[src/rtl/sin_gen_pkg.sv]
// Shared constants and types for the sin_gen block.
// Holds the sine breakpoint table, FSM state encoding, default precision and saturation value.
// No logic; no latency or backpressure of its own.
package sin_gen_pkg;

    // Default quotient fraction bits per 1/16 segment.
    localparam int FRAC_W_DEF = 15;

    // B[k] = angle (Q2.6 radians) at which sin reaches k/16.
    localparam logic [7:0] B_TAB [0:16] = '{
        8'd0,  8'd4,  8'd8,  8'd12, 8'd16, 8'd20, 8'd25, 8'd29, 8'd34,
        8'd38, 8'd43, 8'd49, 8'd54, 8'd61, 8'd68, 8'd78, 8'd101
    };

    // Angles at or beyond pi/2 (Q2.6 101) clamp to 1.0.
    localparam logic [7:0] ANGLE_SAT = 8'd101;

    typedef enum logic [1:0] {
        IDLE   = 2'd0,
        SEARCH = 2'd1,
        DIV    = 2'd2,
        DONE   = 2'd3
    } state_t;

    // Output weight of 1.0 for a given fraction width.
    function automatic logic [63:0] sat_val(input int frac_w);
        return 64'd1 << (frac_w + 4);
    endfunction

endpackage

[src/rtl/sin_gen_div.sv]
// Iterative restoring divider: quot = (dividend << NBITS) / divisor, one quotient bit per cycle.
// Latency: start pulse loads operands, done_o high during the last of NBITS iterations.
// No backpressure: start is only issued while idle; quot_o is valid only while done_o is high.
// Ports: CLK_I/RST_N_I, start_i + dividend_i/divisor_i (dividend < divisor), done_o, quot_o.
// SIN_GEN_ROUND_EN: one extra bit is developed and the quotient rounds to nearest, ties up.
module sin_gen_div
    import sin_gen_pkg::*;
#(
    parameter int FRAC_W = FRAC_W_DEF
) (
    input  logic              CLK_I,
    input  logic              RST_N_I,
    input  logic              start_i,
    input  logic [7:0]        dividend_i,
    input  logic [7:0]        divisor_i,
    output logic              done_o,
    output logic [FRAC_W:0]   quot_o
);

`ifdef SIN_GEN_ROUND_EN
    localparam int NBITS = FRAC_W + 1;
`else
    localparam int NBITS = FRAC_W;
`endif
    localparam int CW = $clog2(NBITS + 1);

    logic [7:0]       rem_q;
    logic [7:0]       dsr_q;
    logic [NBITS-1:0] quo_q;
    logic [CW-1:0]    cnt_q;
    logic             busy_q;

    logic [8:0]       rem_sh;
    logic             fits;
    logic [7:0]       rem_nxt;
    logic [NBITS-1:0] quo_nxt;

    // Remainder stays below the divisor, so the shifted value fits 9 bits and
    // the restored/subtracted remainder always fits back into 8.
    always_comb begin
        rem_sh  = {rem_q, 1'b0};
        fits    = (rem_sh >= {1'b0, dsr_q});
        rem_nxt = fits ? 8'(rem_sh - {1'b0, dsr_q}) : rem_sh[7:0];
        quo_nxt = {quo_q[NBITS-2:0], fits};
    end

    assign done_o = busy_q && (cnt_q == CW'(NBITS - 1));

    // The final bit is folded in combinationally so the result is usable in
    // the same cycle as done_o.
`ifdef SIN_GEN_ROUND_EN
    logic [FRAC_W+1:0] quo_rnd;
    assign quo_rnd = {1'b0, quo_nxt} + {{(FRAC_W+1){1'b0}}, 1'b1};
    assign quot_o  = quo_rnd[FRAC_W+1:1];
`else
    assign quot_o  = {1'b0, quo_nxt};
`endif

    always_ff @(posedge CLK_I or negedge RST_N_I) begin
        if (!RST_N_I) begin
            rem_q  <= '0;
            dsr_q  <= '0;
            quo_q  <= '0;
            cnt_q  <= '0;
            busy_q <= 1'b0;
        end else if (start_i) begin
            rem_q  <= dividend_i;
            dsr_q  <= divisor_i;
            quo_q  <= '0;
            cnt_q  <= '0;
            busy_q <= 1'b1;
        end else if (busy_q) begin
            rem_q <= rem_nxt;
            quo_q <= quo_nxt;
            if (done_o) begin
                busy_q <= 1'b0;
                cnt_q  <= '0;
            end else begin
                cnt_q <= cnt_q + CW'(1);
            end
        end
    end

endmodule

[src/rtl/sin_gen.sv]
// Sine of a Q2.6 angle by inverse breakpoint lookup plus linear interpolation via a serial divider.
// Latency: k+1+NBITS cycles after accept (NBITS = FRAC_W, +1 with SIN_GEN_ROUND_EN); saturated angles 1 cycle.
// Backpressure: one request in flight, READY_O only when idle; result held in DONE until READY_I.
// Ports: CLK_I, RST_N_I (async active-low), VALID_I/READY_O/ANGLE_I in, VALID_O/READY_I/DATA_O out.
// DATA_O bits [FRAC_W+4:0] carry the value (1.0 = 2^(FRAC_W+4)); higher bits are zero.
module sin_gen
    import sin_gen_pkg::*;
#(
    parameter int FRAC_W = FRAC_W_DEF
) (
    input  logic        CLK_I,
    input  logic        RST_N_I,
    input  logic        VALID_I,
    output logic        READY_O,
    input  logic [7:0]  ANGLE_I,
    output logic        VALID_O,
    input  logic        READY_I,
    output logic [63:0] DATA_O
);

    state_t          state_q;
    state_t          state_d;
    logic [7:0]      ang_q;
    logic [4:0]      k_q;
    logic [63:0]     data_q;

    logic            accept;
    logic            sat;
    logic            search_step;
    logic            div_start;
    logic            div_done;
    logic [FRAC_W:0] div_quot;
    logic [7:0]      div_dividend;
    logic [7:0]      div_divisor;

    assign accept = VALID_I && READY_O;
    assign sat    = (ANGLE_I >= ANGLE_SAT);

    // Walk up the table while the angle has passed the next breakpoint.
    // A < B[16] here, so k never passes 15.
    assign search_step = (ang_q >= B_TAB[k_q + 5'd1]);

    assign div_dividend = ang_q - B_TAB[k_q];
    assign div_divisor  = B_TAB[k_q + 5'd1] - B_TAB[k_q];

    // State register
    always_ff @(posedge CLK_I or negedge RST_N_I) begin
        if (!RST_N_I) begin
            state_q <= IDLE;
        end else begin
            state_q <= state_d;
        end
    end

    // Next-state logic
    always_comb begin
        state_d = state_q;
        case (state_q)
            IDLE:    if (VALID_I) state_d = sat ? DONE : SEARCH;
            SEARCH:  if (!search_step) state_d = DIV;
            DIV:     if (div_done) state_d = DONE;
            DONE:    if (READY_I) state_d = IDLE;
            default: state_d = IDLE;
        endcase
    end

    // Outputs
    always_comb begin
        READY_O   = (state_q == IDLE);
        VALID_O   = (state_q == DONE);
        div_start = (state_q == SEARCH) && !search_step;
    end

    assign DATA_O = data_q;

    // Datapath: angle, segment index and the held result.
    always_ff @(posedge CLK_I or negedge RST_N_I) begin
        if (!RST_N_I) begin
            ang_q  <= '0;
            k_q    <= '0;
            data_q <= '0;
        end else begin
            if (accept) begin
                ang_q <= ANGLE_I;
                k_q   <= '0;
                if (sat) data_q <= sat_val(FRAC_W);
            end
            if (state_q == SEARCH && search_step) k_q <= k_q + 5'd1;
            if (state_q == DIV && div_done) begin
                data_q <= ({59'd0, k_q} << FRAC_W)
                        + {{(63-FRAC_W){1'b0}}, div_quot};
            end
        end
    end

    sin_gen_div #(
        .FRAC_W (FRAC_W)
    ) u_div (
        .CLK_I      (CLK_I),
        .RST_N_I    (RST_N_I),
        .start_i    (div_start),
        .dividend_i (div_dividend),
        .divisor_i  (div_divisor),
        .done_o     (div_done),
        .quot_o     (div_quot)
    );

endmodule

[config.mk]
export PLATFORM = sky130hd
export DESIGN_NAME = sin_gen
export DESIGN_NICKNAME = d
export VERILOG_FILES = /design/src/rtl/sin_gen_pkg.sv /design/src/rtl/sin_gen_div.sv /design/src/rtl/sin_gen.sv
export SDC_FILE = /design/constraint.sdc
export NUM_CORES = 1
export LEC_CHECK = 0
export BUFFER_PORTS_ARGS = -buffer_cell sky130_fd_sc_hd__buf_2
export CORE_ASPECT_RATIO = 2
export CORE_UTILIZATION = 57
export DETAILED_ROUTE_END_ITERATION = 8
export PLACE_DENSITY = 0.8
export SKIP_LAST_GASP = 1
export SLEW_MARGIN = 5
export SYNTH_ARGS = -nofsm -noshare
export SYNTH_HDL_FRONTEND = slang
export SYNTH_SLANG_ARGS = --single-unit
[constraint.sdc]
create_clock -name CLK_I -period 4.2 [get_ports CLK_I]
set_input_delay 0 -clock CLK_I [delete_from_list [all_inputs] [get_ports CLK_I]]
set_output_delay 0 -clock CLK_I [all_outputs]
set_load 0.01 [all_outputs]
==> flow_metrics.env, run 1 <==
export IMPL_outcome="completed"
export IMPL_area_growth_syn_to_layout_pct=10.9
export IMPL_dpl_cell_count=620
export IMPL_seq_area_frac_synth_pct=37.1
export IMPL_synth_warnings=0
export IMPL_synthSimpleGateAreaFrac_pct=12.3
export IMPL_io_pins=78
export IMPL_port_buffers=33
export IMPL_ys_ff_latch=70
export IMPL_yosysUniqueCellTypes=60
export IMPL_rows=46
export IMPL_ir_worst_vdd_mv=0.614
export IMPL_nFillCells=647
export IMPL_seqCellArea_um2=1750
export IMPL_n_antenna_cell=0
export IMPL_crit_fanout=13
export IMPL_syn_area_um2=4720
export IMPL_timing_final_max_slew_violations=0
export IMPL_post_route_min_period_ps=3830
export IMPL_via_count=3704
export IMPL_ff2ff_setup_slack_ps=370
export IMPL_finalCritPeriodShare_pct=91.2
export IMPL_cts_resized=0
export IMPL_fp_dieH_um=131
export IMPL_yosysTopAreaCellShare_pct=37.1
export IMPL_die_x_um=66.4
export IMPL_synthTopCellsByArea="dfrtp_1, ha_1, buf_4, mux2i_1, nand2_1"
export IMPL_cpPeakStageDelay_ps=570
export IMPL_slew_headroom_pct=41.6
export IMPL_r2r_start="k_q[0]$_DFFE_PN0P_"
export IMPL_powerDensity_nw_per_um2=1010
export IMPL_place_congestion=0.974
export IMPL_endpoint_kind="flop"
export IMPL_power_mw=5.28
export IMPL_wirelength_mm=10.5
export IMPL_route_antenna_remaining_nets=0
export IMPL_hp_class="input port to flop"
export IMPL_critical_path_slowest_cell="dfrtp_1"
export IMPL_multi_input_area_um2=2560
export IMPL_grtUsageTotal_pct=26.6
export IMPL_synthMuxAreaShare_pct=5.91
export IMPL_crit_chain="nand3_1, xor2_1, o21ai_0, or2_2, ha_1, and3_4, a2111o_1, or3b_1, buf_4, o32ai_1"
export IMPL_syn_area_per_cell_um2=9.41
export IMPL_synth_xor_area_share_pct=2.78
export IMPL_clockBufferDepth=2
export IMPL_ys_async_sr_fraction_pct=100
export IMPL_synth_top_family_by_area="compound AO/OA/AOI/OAI gates"
export IMPL_max_cap_violations=0
export IMPL_wire_per_inst_um=16.3
export IMPL_synth_adder_area_share_pct=12.1
export IMPL_clockRootBuffer="clkbuf_16"
export IMPL_path_clk_slew_ps=60
export IMPL_hold_start="READY_I"
export IMPL_grt_pass1_wl_mm=17.1
export IMPL_start_kind="flop"
export IMPL_synth_compound_area_share_pct=17.6
export IMPL_instances_no_fill=645
export IMPL_first_pass_iters=4
export IMPL_setup_viol=0
export IMPL_setup_tns_ps=0
export IMPL_clock_skew_ps=7.39
export IMPL_start_util_pct=59.0
export IMPL_core_area_um2=8000
export IMPL_grt_max_degree=71
export IMPL_leakage_nw=2.66
export IMPL_crit_family="simple AND/OR/NAND/NOR gates"
export IMPL_synth_edff_count=0
export IMPL_synthFlopType="dfrtp_1"
export IMPL_synth_commonest_cells="dfrtp_1, nand2_1, buf_4"
export IMPL_die_area_um2=8680
export IMPL_crit_arrival_ps=4050
export IMPL_drt_vias_per_instance=5.74
export IMPL_cp_startpoint="k_q[0]$_DFFE_PN0P_"
export IMPL_crit_type="flop to flop"
export IMPL_fmax_ghz=0.261
export IMPL_drt_iter0_markers=246
export IMPL_synth_top_area_cell="dfrtp_1"
export IMPL_tightest_slew_ps=876
export IMPL_antenna_found_initial=0
export IMPL_numCtsBuffers=9
export IMPL_drive_gt1_share_pct=14.8
export IMPL_path_buf_inv=1
export IMPL_grt_setup_unrepaired="false"
export IMPL_finalHoldViolCount=0
export IMPL_synthCells=502
export IMPL_crit_required_ps=4420
export IMPL_synth_most_common_cell="dfrtp_1"
export IMPL_cts_max_level=3
export IMPL_clock_latency_ps=330
export IMPL_cts_tree="yes"
export IMPL_grt_pass1_vias=3692
export IMPL_cts_num_sinks=70
export IMPL_overflow=0
export IMPL_drc_errors=0
export IMPL_dp_final_hpwl_mm=7.73
export IMPL_fin_nets=600
==> worst register-to-register path, stage by stage (launching register included) <==
cell and delay [ps]:
dfrtp_1 570, nand3_1 200, xor2_1 380, o21ai_0 240, or2_2 350, ha_1 270
and3_4 170, a2111o_1 440, or3b_1 520, buf_4 250, o32ai_1 320
==> path summary, 6_finish.rpt <==
| check | endpoint | cells after the start |
|---|---|---|
| worst min-delay path | state_q[1]$_DFFE_PN0P_ | 5 |
| worst max register to register | u_div.rem_q[4]$_DFFE_PN0P_ | 10 |
| worst max-delay path | u_div.rem_q[4]$_DFFE_PN0P_ | 10 |
| min in group asynchronous | DATA_O[19]$_DFFE_PN0P_ | 3 |
| worst min register to register | u_div.dsr_q[5]$_DFFE_PN0P_ | 2 |
| max in group asynchronous | ang_q[3]$_DFFE_PN0P_ | 3 |
==> flip-flops by register name, summed over array words and instances (netlist names) <==
register      cells
ang_q             8
u_div.quo_q      14
DATA_O           20
k_q               5
state_q           2
u_div.dsr_q       8
u_div.rem_q       8
u_div.cnt_q       4
u_div.busy_q      1
==> final cells by class <==
cell class	count	area share (%)
sequential	70	33.4
timing repair buffer	53	6.45
clock buffer	9	4.30
clock inverter	7	1.96
tap	96	2.29
inverter	36	2.58
multi-input combinational	374	49.0
==> metal layers <==
| metal | vias to the layer above | GRT usage, % | part of all wire [%] |
|---|---|---|---|
| li1 | 1734 | - | - |
| met1 | 1804 | 26.7 | 35 |
| met2 | 122 | 47.4 | 55 |
| met3 | 44 | 4.86 | 2.8 |
| met4 | 0 | 19.8 | 6.7 |
| met5 | - | 0 | 0 |
==> logic make-up after synthesis <==
logic type,Yosys count
DFF,70
muxes,27
xor gates and xnor gates,15
AOI/OAI and AO/OA,118
adders and majority gates,44
and+or+nand+nor,126
buffers and inverters,101
other,1
==> stage by stage <==
| stage | setup WS [ps] | cell area [um^2] | util [%] | hold slack [ps] |
|---|---|---|---|---|
| after global placement | 561 | 4820 | 60.2 | 220 |
| after CTS | 410 | 5240 | 65.5 | 154 |
| after global routing | 104 | 5240 | 65.5 | 208 |
| after floorplan | 765 | 4880 | - | -296 |
| after detailed placement | 513 | 4820 | 60.2 | 231 |
| final | 368 | 5240 | 65.5 | 165 |
==> layout by cell type, fill, tap and decap left out, drive strengths merged, types with 3 or more instances in the layout <==
master / Yosys / final
xor2: 5 / 5
inv: 36 / 39
o211ai: 4 / 4
nor3: 3 / 3
ha: 41 / 41
o21a: 7 / 7
fa: 3 / 3
nand2b: 5 / 5
nor2: 36 / 36
o21ai: 35 / 35
xnor2: 10 / 10
buf: 50 / 44
o221ai: 3 / 3
conb: 1 / 44
a21oi: 20 / 20
o31ai: 4 / 4
and3: 5 / 5
nand2: 47 / 47
nor2b: 7 / 7
dlygate4sd3: 0 / 9
clkbuf: 15 / 9
or3: 3 / 3
dfrtp: 70 / 70
mux2i: 20 / 20
nand3: 11 / 11
a22o: 19 / 19
mux2: 7 / 7
==> where the power goes <==
group          switching, mW  total, mW  internal (mW)
registers              0.242       1.20          0.958
clock network          0.299      0.825          0.527
logic                   1.86       3.25           1.39
==> repair_timing <==
item | in CTS | in global routing
hold endpoints to repair | 78 | 0
hold buffers | 9 | 0
buffers inserted | 0 | 0
(Power assumes the default switching activity.)
==> inputs of run 2 (changes only) <==
- CORE_UTILIZATION: 57 -> 58
- SYNTH_HIERARCHICAL: default -> 1
==> run 2 against run 1 <==
  * Cell count increased by 5.1%
  * Sequential power grew 4%
  * Non-clock buffer count is 1 lower
  * Highest routed layer unchanged
  * Sequential share of layout area is 1.2 points lower
  * Register-to-register slack lost 20 ps
  * Utilization grew 0.97 points
  * Combinational power is essentially flat
  * Via count increased by 8.0%
  * Critical path type unchanged
  * Setup slack worse by 22 ps
==> flow_metrics.env, run 2 <==
export IMPL_cts_tree="yes"
export IMPL_antenna_found_initial=0
export IMPL_fp_dieH_um=133
export IMPL_start_util_pct=60.3
export IMPL_grtUsageTotal_pct=29.6
export IMPL_crit_fanout=12
export IMPL_reg2reg_depth=13
export IMPL_fmax_ghz=0.259
export IMPL_crit_type="flop to flop"
export IMPL_path_clk_slew_ps=60
export IMPL_largest_register_ffs=21
export IMPL_ys_async_sr_fraction_pct=100
export IMPL_power_mw=5.27
export IMPL_yosysUniqueCellTypes=59
export IMPL_io_pins=78
export IMPL_drt_vias_per_instance=5.90
export IMPL_clockBufferDepth=2
export IMPL_setup_tns_ps=0
export IMPL_seq_area_frac_synth_pct=35.6
export IMPL_wire_per_inst_um=17.7
export IMPL_grt_pass1_vias=3961
export IMPL_rows=47
export IMPL_place_congestion=0.889
export IMPL_die_area_um2=9010
export IMPL_synth_warnings=6
export IMPL_die_x_um=67.6
export IMPL_synthFlopType="dfrtp_1"
export IMPL_overflow=0
export IMPL_dp_final_hpwl_mm=8.65
export IMPL_via_count=3999
export IMPL_drt_iter0_markers=197
export IMPL_route_antenna_remaining_nets=0
export IMPL_clock_skew_ps=5.64
export IMPL_design_area_um2=5510
export IMPL_final_cell_mix="dfrtp_1, nor2_1, conb_1"
export IMPL_grt_setup_unrepaired="false"
export IMPL_fin_nets=633
export IMPL_switching_share_pct=45.9
export IMPL_grt_max_degree=48
export IMPL_start_kind="flop"
export IMPL_cts_num_sinks=71
export IMPL_intPower_mw=2.85
export IMPL_outcome="completed"
export IMPL_finalHoldViolCount=0
export IMPL_timing_final_max_slew_violations=0
export IMPL_synth_edff_count=0
export IMPL_grt_pass1_wl_mm=19.6
export IMPL_ir_worst_vdd_mv=0.582
export IMPL_crit_arrival_ps=4100
export IMPL_pre_cts_slack_ps=258
export IMPL_post_route_min_period_ps=3850
export IMPL_power_switching_mw=2.42
export IMPL_p_clk_share_pct=15.3
export IMPL_syn_area_per_cell_um2=9.32
export IMPL_slew_headroom_pct=54.0
export IMPL_numCtsBuffers=9
export IMPL_syn_area_um2=5000
export IMPL_mostFrequentLayoutCell="dfrtp_1"
export IMPL_synthTopCellsByArea="dfrtp_1, ha_1, buf_4, mux2i_1, a22o_1"
export IMPL_port_buffers=34
export IMPL_synth_top_area_cell="dfrtp_1"
export IMPL_endpoint_kind="flop"
export IMPL_cts_max_level=3
export IMPL_wirelength_mm=12.0
export IMPL_seqPwrFrac_pct=23.7
export IMPL_drc_errors=0
export IMPL_leakage_nw=2.83
export IMPL_core_area_um2=8290
export IMPL_tightest_slew_ps=688
export IMPL_n_antenna_cell=0
export IMPL_drive_gt1_share_pct=13.4
export IMPL_clockRootBuffer="clkbuf_16"
export IMPL_first_pass_iters=4
export IMPL_clock_latency_ps=340
export IMPL_crit_required_ps=4450
export IMPL_post_dp_cell_area_um2=5090
export IMPL_fin_ws_ps=345
export IMPL_comb_power_share_pct=61.0
export IMPL_finalCritPeriodShare_pct=91.8
export IMPL_max_cap_violations=0
export IMPL_area_growth_syn_to_layout_pct=10.3
export IMPL_yosysTopAreaCellShare_pct=35.6
export IMPL_synthCells=536
export IMPL_setup_viol=0
export IMPL_ys_ff_latch=71
export IMPL_synth_commonest_cells="dfrtp_1, nor2_1, buf_4"
export IMPL_nFillCells=645
export IMPL_synth_most_common_cell="dfrtp_1"
export IMPL_hp_class="input port to asynchronous set/reset pin"
export IMPL_powerDensity_nw_per_um2=957
run 2: area by class of cell:
| type | instances | area (um^2) | area share [%] |
|---|---|---|---|
| Multi-Input combinational cell | 403 | 2820 | 51.2 |
| Inverter | 38 | 143 | 2.59 |
| Clock inverter | 5 | 63.8 | 1.16 |
| Tap cell | 98 | 123 | 2.23 |
| Timing Repair Buffer | 52 | 328 | 5.95 |
| Clock buffer | 11 | 253 | 4.59 |
| Sequential cell | 71 | 1780 | 32.3 |
run 2: power by group through the flow:
| stage | clock (mW) | combinational (mW) | sequential [mW] |
|---|---|---|---|
| finish | 0.806 | 3.22 | 1.25 |
| global route | 0.838 | 3.54 | 1.28 |
| CTS | 0.813 | 3.17 | 1.24 |
| detailed placement | 0 | 3.11 | 1.26 |
| global placement | 0 | 2.98 | 1.24 |
| floorplan | 0 | 2.50 | 1.14 |
run 2: worst paths after layout:
kind | from | endpoint | slack, ps
min in group CLK_I | READY_I | state_q[0]$_DFFE_PN0P_ | 250
worst min-delay path | RST_N_I | u_div/cnt_q[2]$_DFFE_PN0P_ | 180
worst max-delay path | k_q[0]$_DFFE_PN0P_ | u_div/rem_q[7]$_DFFE_PN0P_ | 350
worst min register to register | DATA_O[6]$_DFFE_PN0P_ | DATA_O[6]$_DFFE_PN0P_ | 500
worst max register to register | k_q[0]$_DFFE_PN0P_ | u_div/rem_q[7]$_DFFE_PN0P_ | 350
max in group asynchronous | RST_N_I | ang_q[0]$_DFFE_PN0P_ | 3000
run 2: cell families after synthesis:
family / after synthesis / synth area share (%)
buffers and inverters: 104 / 11.3
other: 2 / 0.150
muxes: 31 / 6.54
DFF: 71 / 35.6
AOI/OAI and AO/OA: 122 / 18.0
and+or+nand+nor: 142 / 13.3
adders and majority gates: 46 / 12.0
xor gates and xnor gates: 18 / 3.16
run 2: worst max-delay path: stages (launching register included):
cell	delay, ps
dfrtp_1	580
ha_1	370
xor2_2	390
o22ai_1	160
a22oi_1	290
nor2_1	80
ha_1	280
o21a_1	100
nor2_1	70
o31ai_1	520
nor2_2	150
nor2b_1	380
o21ai_0	160
o31ai_1	240
run 2: metrics by stage:
stage / hold WS (ps) / std cells / utilization, %
after floorplan: -296 / 578 / -
after global placement: 1.33 / 653 / 61.4
after detailed placement: 16.2 / 653 / 61.4
after CTS: 187 / 678 / 66.3
after global routing: 251 / 678 / 66.4
final: 185 / 678 / 66.4
run 2: repair_timing:
action	in CTS	in global routing
hold buffers	9	0
gates resized for setup	0	1
setup endpoints to repair	0	6
setup buffers	0	0
endpoints found under the hold margin	32	0
run 2: per-layer routing:
| metal | share of wire, % | routed length (um) | GRT usage, % |
|---|---|---|---|
| met1 | 36 | 4290 | 32.4 |
| met2 | 53 | 6360 | 49.3 |
| met3 | 4.2 | 497 | 4.71 |
| met4 | 6.9 | 823 | 21.5 |
| met5 | 0 | 0 | 0 |
